### config.mk
export PLATFORM = sky130hd
export DESIGN_NAME = bist_sequencer
export DESIGN_NICKNAME = d
export VERILOG_FILES = /design/src/rtl/bist_pkg.sv /design/src/rtl/bist_watchdog.sv /design/src/rtl/bist_sequencer.sv
export SDC_FILE = /design/constraint.sdc
export NUM_CORES = 1
export LEC_CHECK = 0
export ABC_AREA = 1
export BUFFER_PORTS_ARGS = -buffer_cell sky130_fd_sc_hd__buf_4
export CAP_MARGIN = 25
export CELL_PAD_IN_SITES_DETAIL_PLACEMENT = 2
export CELL_PAD_IN_SITES_GLOBAL_PLACEMENT = 2
export CORE_ASPECT_RATIO = 0.75
export CORE_MARGIN = 3
export CORE_UTILIZATION = 32
export CTS_CLUSTER_DIAMETER = 50
export DETAILED_ROUTE_END_ITERATION = 7
export GPL_TIMING_DRIVEN = 0
export PLACE_DENSITY_LB_ADDON = 0.1
export SLEW_MARGIN = 20
export SYNTH_ARGS = -nofsm -noshare
export SYNTH_HDL_FRONTEND = slang
export SYNTH_SLANG_ARGS = --single-unit
### constraint.sdc
create_clock -name clk -period 3.2 [get_ports clk]
set_input_delay 0 -clock clk [delete_from_list [all_inputs] [get_ports clk]]
set_output_delay 0 -clock clk [all_outputs]
set_load 0.02 [all_outputs]
### src/rtl/bist_pkg.sv
// Shared types and defaults for the link BIST sequencer.
// Pure declarations, no logic and no latency.
// No flow control.
package bist_pkg;

    typedef enum logic [2:0] {
        ST_IDLE,
        ST_RST_LINK,
        ST_WAIT,
        ST_RECORD,
        ST_DONE
    } bist_seq_state_e;

    localparam int BIST_RESET_CYCLES_DEF = 2;
    localparam int BIST_TIMEOUT_DEF      = 1040;

    // Larger of two sizing values; used so one counter covers both phases.
    function automatic int bist_max(input int a, input int b);
        return (a > b) ? a : b;
    endfunction

endpackage

### src/rtl/bist_watchdog.sv
// Loadable up-counter with clear and a terminal-count flag.
// cnt updates one cycle after clear/load/en; tc is combinational from cnt.
// No flow control; counts only while en is high.
module bist_watchdog #(
    parameter int CNT_W = 8
) (
    input  logic             clk,
    input  logic             reset,
    input  logic             clear,
    input  logic             load,
    input  logic [CNT_W-1:0] load_val,
    input  logic             en,
    input  logic [CNT_W-1:0] term,
    output logic [CNT_W-1:0] cnt,
    output logic             tc
);

    // Counter register: clear has priority over load, load over increment.
    always_ff @(posedge clk) begin
        if (reset || clear) begin
            cnt <= '0;
        end else if (load) begin
            cnt <= load_val;
        end else if (en) begin
            cnt <= cnt + 1'b1;
        end
    end

    assign tc = (cnt == term);

endmodule

### src/rtl/bist_sequencer.sv
// Runs link BIST one link at a time: reset pulse, wait for ready/timeout, record.
// Per link: RESET_CYCLES + up to TIMEOUT_CYCLES + 1 cycles; masks update registered.
// No backpressure; start is ignored while busy. Optional retry under BIST_RETRY_EN.
module bist_sequencer
    import bist_pkg::*;
#(
    parameter int NUM_LINKS      = 4,
    parameter int RESET_CYCLES   = BIST_RESET_CYCLES_DEF,
    parameter int TIMEOUT_CYCLES = BIST_TIMEOUT_DEF,
    localparam int SEL_W         = (NUM_LINKS > 1) ? $clog2(NUM_LINKS) : 1
) (
    input  logic                 clk,
    input  logic                 reset,
    input  logic                 start,
    input  logic [NUM_LINKS-1:0] link_ready,
    input  logic [NUM_LINKS-1:0] link_failed,
    output logic [NUM_LINKS-1:0] link_reset,
    output logic [SEL_W-1:0]     link_sel,
    output logic                 busy,
    output logic                 done,
    output logic [NUM_LINKS-1:0] pass_mask,
    output logic [NUM_LINKS-1:0] fail_mask,
    output logic [NUM_LINKS-1:0] timeout_mask,
`ifdef BIST_RETRY_EN
    output logic [NUM_LINKS-1:0] retry_mask,
`endif
    output logic                 all_pass
);

    // One counter serves both the reset hold and the wait timeout.
    localparam int CNT_W = $clog2(bist_max(TIMEOUT_CYCLES, RESET_CYCLES) + 1);
    localparam logic [CNT_W-1:0] RST_TERM = CNT_W'(RESET_CYCLES - 1);
    localparam logic [CNT_W-1:0] TO_TERM  = CNT_W'(TIMEOUT_CYCLES - 1);
    localparam logic [SEL_W-1:0] LAST_SEL = SEL_W'(NUM_LINKS - 1);

    bist_seq_state_e      state, next_state;
    logic [SEL_W-1:0]     next_sel;
    logic [NUM_LINKS-1:0] next_link_reset;
    logic                 wd_clear, wd_en, wd_tc;
    logic [CNT_W-1:0]     wd_cnt, wd_term;
    logic                 sel_ready, sel_failed;
    logic                 res_fail, res_timeout;
    logic                 do_retry;

    assign sel_ready  = link_ready[link_sel];
    assign sel_failed = link_failed[link_sel];
    assign wd_term    = (state == ST_RST_LINK) ? RST_TERM : TO_TERM;
    // Every phase change restarts the count from zero.
    assign wd_clear   = (next_state != state);

    bist_watchdog #(.CNT_W(CNT_W)) u_watchdog (
        .clk      (clk),
        .reset    (reset),
        .clear    (wd_clear),
        .load     (1'b0),
        .load_val ('0),
        .en       (wd_en),
        .term     (wd_term),
        .cnt      (wd_cnt),
        .tc       (wd_tc)
    );

    // Next-state, next link index, counter enable and next link_reset pattern.
    always_comb begin
        next_state      = state;
        next_sel        = link_sel;
        wd_en           = 1'b0;
        do_retry        = 1'b0;
        next_link_reset = '0;
        case (state)
            ST_IDLE, ST_DONE: begin
                if (start) begin
                    next_state = ST_RST_LINK;
                    next_sel   = '0;
                end
            end
            ST_RST_LINK: begin
                wd_en = 1'b1;
                if (wd_tc) next_state = ST_WAIT;
            end
            ST_WAIT: begin
                wd_en = 1'b1;
                if (sel_ready || wd_tc) next_state = ST_RECORD;
            end
            ST_RECORD: begin
`ifdef BIST_RETRY_EN
                // Only a genuine first-attempt failure earns a rerun.
                do_retry = res_fail && !res_timeout && !retry_mask[link_sel];
`endif
                if (do_retry) begin
                    next_state = ST_RST_LINK;
                end else if (link_sel == LAST_SEL) begin
                    next_state = ST_DONE;
                end else begin
                    next_state = ST_RST_LINK;
                    next_sel   = link_sel + 1'b1;
                end
            end
            default: next_state = ST_IDLE;
        endcase
        if (next_state == ST_RST_LINK) next_link_reset[next_sel] = 1'b1;
    end

    // State, link index and registered one-hot link reset.
    always_ff @(posedge clk) begin
        if (reset) begin
            state      <= ST_IDLE;
            link_sel   <= '0;
            link_reset <= '0;
        end else begin
            state      <= next_state;
            link_sel   <= next_sel;
            link_reset <= next_link_reset;
        end
    end

    // Result latch and status masks; ready beats timeout in the same cycle.
    always_ff @(posedge clk) begin
        if (reset) begin
            pass_mask    <= '0;
            fail_mask    <= '0;
            timeout_mask <= '0;
            res_fail     <= 1'b0;
            res_timeout  <= 1'b0;
`ifdef BIST_RETRY_EN
            retry_mask   <= '0;
`endif
        end else begin
            case (state)
                ST_IDLE, ST_DONE: begin
                    if (start) begin
                        pass_mask    <= '0;
                        fail_mask    <= '0;
                        timeout_mask <= '0;
`ifdef BIST_RETRY_EN
                        retry_mask   <= '0;
`endif
                    end
                end
                ST_WAIT: begin
                    if (sel_ready) begin
                        res_fail    <= sel_failed;
                        res_timeout <= 1'b0;
                    end else if (wd_tc) begin
                        res_fail               <= 1'b1;
                        res_timeout            <= 1'b1;
                        timeout_mask[link_sel] <= 1'b1;
                        fail_mask[link_sel]    <= 1'b1;
                    end
                end
                ST_RECORD: begin
                    if (do_retry) begin
`ifdef BIST_RETRY_EN
                        retry_mask[link_sel] <= 1'b1;
`endif
                    end else if (!res_timeout) begin
                        if (res_fail) fail_mask[link_sel] <= 1'b1;
                        else          pass_mask[link_sel] <= 1'b1;
                    end
                end
                default: ;
            endcase
        end
    end

    assign busy     = (state == ST_RST_LINK) || (state == ST_WAIT) || (state == ST_RECORD);
    assign done     = (state == ST_DONE);
    assign all_pass = done && (&pass_mask);

endmodule
==> results of run 1 <==
## logic make-up (layout without fill, tap and decap cells)
family / Yosys count / in the layout
AOI/OAI and AO/OA: 29 / 29
xor gates and xnor gates: 10 / 10
adders and majority gates: 1 / 1
buffers and inverters: 38 / 78
DFF: 34 / 34
and+or+nand+nor: 108 / 108
## final timing paths
path,endpoint,depth (start not counted)
max reg2reg,u_watchdog.cnt[5]$_SDFFE_PP0P_,12
min reg2reg,fail_mask[3]$_SDFFE_PP0P_,2
min,state[2]$_SDFF_PP0_,4
max,u_watchdog.cnt[5]$_SDFFE_PP0P_,12
## power by group through the flow
stage          Clock [mW]  Combinational (mW)  Sequential, mW
3_5_place_dp            0               0.108           0.447
3_3_place_gp            0               0.105           0.446
4_1_cts             0.348               0.109           0.437
5_1_grt             0.374               0.121           0.438
2_1_floorplan           0              0.0627           0.451
6_report            0.341               0.109           0.437
## flip-flops by register name (all words and copies together) (netlist names)
register,count
u_watchdog.cnt,11
state,3
link_sel,2
pass_mask,4
res_fail,1
res_timeout,1
fail_mask,4
timeout_mask,4
link_reset,4
## timing repair
action,in CTS,in global routing
setup endpoints to repair,0,0
setup buffers,0,0
endpoints found under the hold margin,4,0
hold buffers,1,0
## cells in the mapped netlist
library cell / n
a21oi_1: 22
a22oi_1: 2
and3_1: 1
buf_6: 1
clkbuf_1: 1
dfxtp_1: 34
ha_1: 1
inv_1: 33
inv_2: 3
nand2_1: 40
nand2_2: 6
nand3_1: 9
nand3_2: 3
nand4_1: 8
nor2_1: 18
nor2_2: 14
nor2_4: 2
nor3_1: 6
nor3b_1: 1
o211a_1: 1
o211ai_1: 1
o21a_1: 1
o21ai_2: 1
o221ai_1: 1
xnor2_1: 1
xor2_1: 9
## final cells by class
cell class | instances | area (um2)
buffer | 2 | 15.01
clock buffer | 6 | 82.58
clock inverter | 2 | 12.51
fill | 558 | 2635
inverter | 36 | 135.1
multi-input combinational | 148 | 802.0
sequential | 34 | 680.7
tap | 57 | 71.32
timing repair buffer | 32 | 242.7
## per-layer routing
layer	track usage, %	up-vias	wire length (um)
li1	-	776	-
met1	25.95	724	2611
met2	28.54	26	2209
met3	5.535	7	168
met4	4.717	0	60
met5	0	-	0
## critical path: cells and delay by family, from the launching register on
kind                   cells  cell delay (ps)
AND/OR/NAND/NOR            9              960
buffers and inverters      3              410
flip-flops                 1              460
## stage by stage
step	power (mW)	std cells	setup WS (ps)
after global routing	0.9331	317	1030
final	0.8866	317	1272
after detailed placement	0.5542	308	1327
after CTS	0.8944	317	1269
after floorplan	0.5134	220	1585
after global placement	0.5511	308	1390
==> flow_summary.json, run 1 <==
{
  "synth_cell_types": 26,
  "cp_cell_sequence": "inv_1 > nand2_1 > inv_1 > nand2_1 > nand4_1 > nand2_1 > nand2_2 > nor2_2 > nand2_1 > nand3_2 > buf_6 > nor2_2",
  "tns_ps": 0,
  "clockBufferDepth": 2,
  "fmax_mhz": 518.6,
  "synth_top_family_by_area": "simple AND/OR/NAND/NOR gates",
  "h-tree-depth": 2,
  "netlist_instances": 220,
  "yosysWarnings": 0,
  "ff2ff_setup_slack_ps": 1270,
  "synth_top_area_share_pct": 41.69,
  "grt_antenna_before_repair": 0,
  "hold_start": "start",
  "seqPwrFrac_pct": 49.3,
  "place_congestion": 0.7538,
  "power.density_mw_per_mm2": 434.2,
  "yosys.area_share.simple_pct": 32.72,
  "grt_pass1_wl_um": 8321,
  "finalCritPeriodShare_pct": 60.26,
  "drc_errors": 0,
  "clk_latency_ps": 290,
  "slew_headroom_pct": 66.91,
  "drive_gt1_share_pct": 26.54,
  "fin_worst_skew_ps": 3.347,
  "rsz0062_at_grt": "no",
  "drt_iter0_markers": 65,
  "die-area_mm2": 0.006004,
  "synthesis.area_mm2": 0.001633,
  "leakagePower_nw": 0.8253,
  "comb_power_share_pct": 12.3,
  "cp.required_ps": 3390,
  "p_sw_uw": 245.1,
  "antenna-diode-count": 0,
  "synth_mux_area_share_pct": 0,
  "placed_area_mm2": 0.001937,
  "vias": 1533,
  "critPathLaunch": "link_sel[0]$_SDFF_PP0_",
  "yosys.area_share.xor_xnor_pct": 5.364,
  "syn_to_final_growth_pct": 25.06,
  "cts_inserted_buffers": 5,
  "layout_common_cells": "nand2_1 (40), dfxtp_1 (34), inv_1 (33)",
  "design_area_mm2": 0.002042,
  "start_util_pct": 34.91,
  "ir_worst_vdd_uv": 231.3,
  "path_class": "flip-flop to flip-flop",
  "port-buffer-count": 31,
  "final_util_pct": 43.66,
  "final_common_cell": "nand2_1",
  "ant_nets": 0,
  "worst_pin_slew_ps": 496.4,
  "yosys.area.top_type": "dfxtp_1",
  "avgSynthCellArea_um2": 7.422,
  "rows": 21,
  "yosys-top-cells-area": "dfxtp_1 (42%), nand2_1 (9.2%), inv_1 (7.6%)",
  "synthAdderAreaFrac_pct": 0.7663,
  "drv_cap": 0,
  "crit_path_top_delay_cell": "dfxtp_1",
  "drv_slew": 0,
  "crit_arrival_ps": 2120,
  "dp_hpwl_um": 3917,
  "cp_slowest_stage_delay_ps": 460,
  "cts_tree": "done",
  "finalSetupViolCount": 0,
  "die-height_um": 67.86,
  "hold_class": "input port to flip-flop",
  "path_max_fanout": 10,
  "clk_pin_slew_worst_paths_ps": 70,
  "dr.pass1.iters": 4,
  "io_pins": 32,
  "holdWs_ps": 23.20,
  "synth_seq_cells": 34,
  "syn_nets": 232,
  "yosysSeqAreaShare_pct": 41.69,
  "timing.final.crit_period_ps": 1928,
  "clock-sinks": 34,
  "cts_resized": 0,
  "wl_per_cell_um": 15.93,
  "synth_compound_area_share_pct": 10.27,
  "grt_overflow": 0,
  "viasPerCell": 4.836,
  "die_w_um": 88.48,
  "wl_um": 5050,
  "reg2reg_from": "link_sel[0]$_SDFF_PP0_",
  "worst_setup_path_end_kind": "flip-flop",
  "hold_viol_final": 0,
  "crit_top_cell": "nand2_1",
  "first_global_vias": 1648,
  "startpoint_type": "flip-flop",
  "grt_max_degree": 12,
  "switching_share_pct": 27.65,
  "clockRootBuffer": "clkbuf_8",
  "nets": 271,
  "status": "finished clean",
  "p_int_uw": 641.5,
  "power_frac_clock_pct": 38.5,
  "track_usage_pct": 18.72,
  "core_area_mm2": 0.004677
}
No activity file was read; power rests on OpenSTA's default activity.
==> inputs of run 2 (changes only) <==
--- a/config.mk
+++ b/config.mk
@@ -12,7 +12,7 @@
 export CELL_PAD_IN_SITES_GLOBAL_PLACEMENT = 2
 export CORE_ASPECT_RATIO = 0.75
 export CORE_MARGIN = 3
-export CORE_UTILIZATION = 32
+export CORE_UTILIZATION = 30
 export CTS_CLUSTER_DIAMETER = 50
 export DETAILED_ROUTE_END_ITERATION = 7
 export GPL_TIMING_DRIVEN = 0
==> constraint.sdc (replaced) <==
create_clock -name clk -period 2 [get_ports clk]
set_input_delay 0 -clock clk [delete_from_list [all_inputs] [get_ports clk]]
set_output_delay 0 -clock clk [all_outputs]
set_load 0.02 [all_outputs]
==> run 2 against run 1 <==
  * First-iteration DRC count down 29%
  * Critical path depth unchanged
  * Register-to-register slack worse by 1100 ps
  * Core utilization down 2.8 points
  * Critical path type unchanged
  * Largest power group unchanged
==> flow_summary.json, run 2 (synthesized netlist as in run 1, its figures left out) <==
{
  "status": "finished clean",
  "startpoint_type": "flip-flop",
  "place_ws_ps": 181.4,
  "crit_path_top_delay_cell": "dfxtp_1",
  "die_w_um": 91.19,
  "grt_max_degree": 12,
  "first_global_vias": 1707,
  "clockBufferDepth": 2,
  "rsz0062_at_grt": "no",
  "leakagePower_nw": 0.8302,
  "hold_viol_final": 0,
  "core_area_mm2": 0.005065,
  "place_congestion": 0.7437,
  "crit_top_cell": "nand2_1",
  "track_usage_pct": 16.91,
  "largest_reg_flops": 11,
  "drive_gt1_share_pct": 28.46,
  "die-area_mm2": 0.006373,
  "cp.required_ps": 2180,
  "antenna-diode-count": 0,
  "fin_ws_ps": 204.8,
  "hold_depth": 4,
  "postCtsSetupBuffers": 0,
  "drv_slew": 0,
  "fmax_mhz": 557.0,
  "port-buffer-count": 31,
  "hold_start": "start",
  "dr.pass1.iters": 4,
  "finalSetupViolCount": 0,
  "dp_hpwl_um": 3799,
  "top_usage_layer": "met2",
  "wl_um": 4929,
  "worst_setup_path_end_kind": "flip-flop",
  "crit_arrival_ps": 1980,
  "hold_class": "input port to flip-flop",
  "r2r_end": "u_watchdog.cnt[3]$_SDFFE_PP0P_",
  "syn_to_final_growth_pct": 26.82,
  "worst_pin_slew_ps": 427.1,
  "finalCritPeriodShare_pct": 89.76,
  "grtUsageMet1_pct": 23.49,
  "grt_antenna_before_repair": 0,
  "h-tree-depth": 2,
  "rows": 22,
  "tns_ps": 0,
  "cp_cell_sequence": "nand2_1 > nor2_2 > nand2_1 > nand2_2 > nand3_2 > nand2_1 > nand2_2 > nor2_2 > nand2_1 > nand3_2 > buf_6 > nor2_2",
  "final_common_cell": "nand2_1",
  "worst-path-buf-inv": 1,
  "wl_per_cell_um": 14.85,
  "ant_nets": 0,
  "fin_worst_skew_ps": 6.761,
  "drv_cap": 0,
  "finalNonFillerCells": 332,
  "reg2reg_from": "state[0]$_SDFF_PP0_",
  "clockRootBuffer": "clkbuf_8",
  "cp_slowest_stage_delay_ps": 490,
  "nets": 271,
  "clk_latency_ps": 290,
  "path_class": "flip-flop to flip-flop",
  "reg2reg_depth": 12,
  "holdWs_ps": 22.89,
  "timing.final.crit_period_ps": 1795,
  "dp.cells": 323,
  "start_util_pct": 32.24,
  "die-height_um": 69.89,
  "min_to": "state[2]$_SDFF_PP0_",
  "io_pins": 32,
  "grt_pass1_wl_um": 8569,
  "grt_use_met2_pct": 26.43,
  "critPathTopFamily": "simple AND/OR/NAND/NOR gates",
  "grt_use_met3_pct": 3.767,
  "grt_overflow": 0,
  "drt_iter0_markers": 46,
  "clk_pin_slew_worst_paths_ps": 70,
  "ff2ff_setup_slack_ps": 200,
  "viasPerCell": 4.611,
  "final_util_pct": 40.88,
  "cts_tree": "done",
  "vias": 1531,
  "cts_inserted_buffers": 5,
  "largest_register": "u_watchdog.cnt",
  "ir_worst_vdd_uv": 347.9,
  "path_max_fanout": 10,
  "clock-sinks": 34,
  "layout_common_cells": "nand2_1 (40), inv_1 (33), dfxtp_1 (32)",
  "slew_headroom_pct": 71.47,
  "drc_errors": 0,
  "power.density_mw_per_mm2": 684.1
}
[run 2: layout make-up]
class                      count  area, um2
fill                         638       2994
multi-input combinational    148      808.3
buffer                         2      16.27
sequential                    34      683.2
clock buffer                   6      82.58
clock inverter                 2      12.51
tap                           72      90.09
inverter                      36      135.1
timing repair buffer          32      242.7
[run 2: stage by stage]
stage / instance area (um2) / power [mW]
global placement: 1956 / 0.8825
finish: 2071 / 1.417
global route: 2071 / 1.497
CTS: 2061 / 1.442
detailed placement: 1956 / 0.8870
floorplan: 1633 / 0.8214
[run 2: routing by layer]
layer | wire (um) | part of all wire [%]
met1 | 2589 | 53
met2 | 2128 | 43
met3 | 162 | 3.3
met4 | 48 | 0.97
met5 | 0 | 0
[run 2: worst max-delay path by stage]
stage                                       from                             end  slack, ps  depth (start not counted)
after detailed placement     state[0]$_SDFF_PP0_  u_watchdog.cnt[8]$_SDFFE_PP0P_        180                         12
after global placement    link_sel[1]$_SDFF_PP0_  u_watchdog.cnt[9]$_SDFFE_PP0P_        160                         10
after CTS                 link_sel[1]$_SDFF_PP0_  u_watchdog.cnt[3]$_SDFFE_PP0P_        130                         10
final                        state[0]$_SDFF_PP0_  u_watchdog.cnt[3]$_SDFFE_PP0P_        200                         12
after global routing         state[0]$_SDFF_PP0_  u_watchdog.cnt[3]$_SDFFE_PP0P_          5                         12
after floorplan           link_sel[0]$_SDFF_PP0_  u_watchdog.cnt[8]$_SDFFE_PP0P_        380                         12
[run 2: tightest hold or removal path, cell delays in order]
cell and delay, ps:
buf_4 80, inv_1 50, nand3_1 80, a21oi_1 50
[run 2: what timing repair did]
action | CTS | global route
hold endpoints to repair | 4 | 0
hold buffers | 1 | 0
setup endpoints to repair | 0 | 12
gates resized for setup | 0 | 6
[run 2: report_power, final]
part           total [mW]  switching (mW)  internal [mW]
clock               0.543           0.266          0.277
sequential          0.699          0.0107          0.688
combinational       0.175           0.112         0.0623
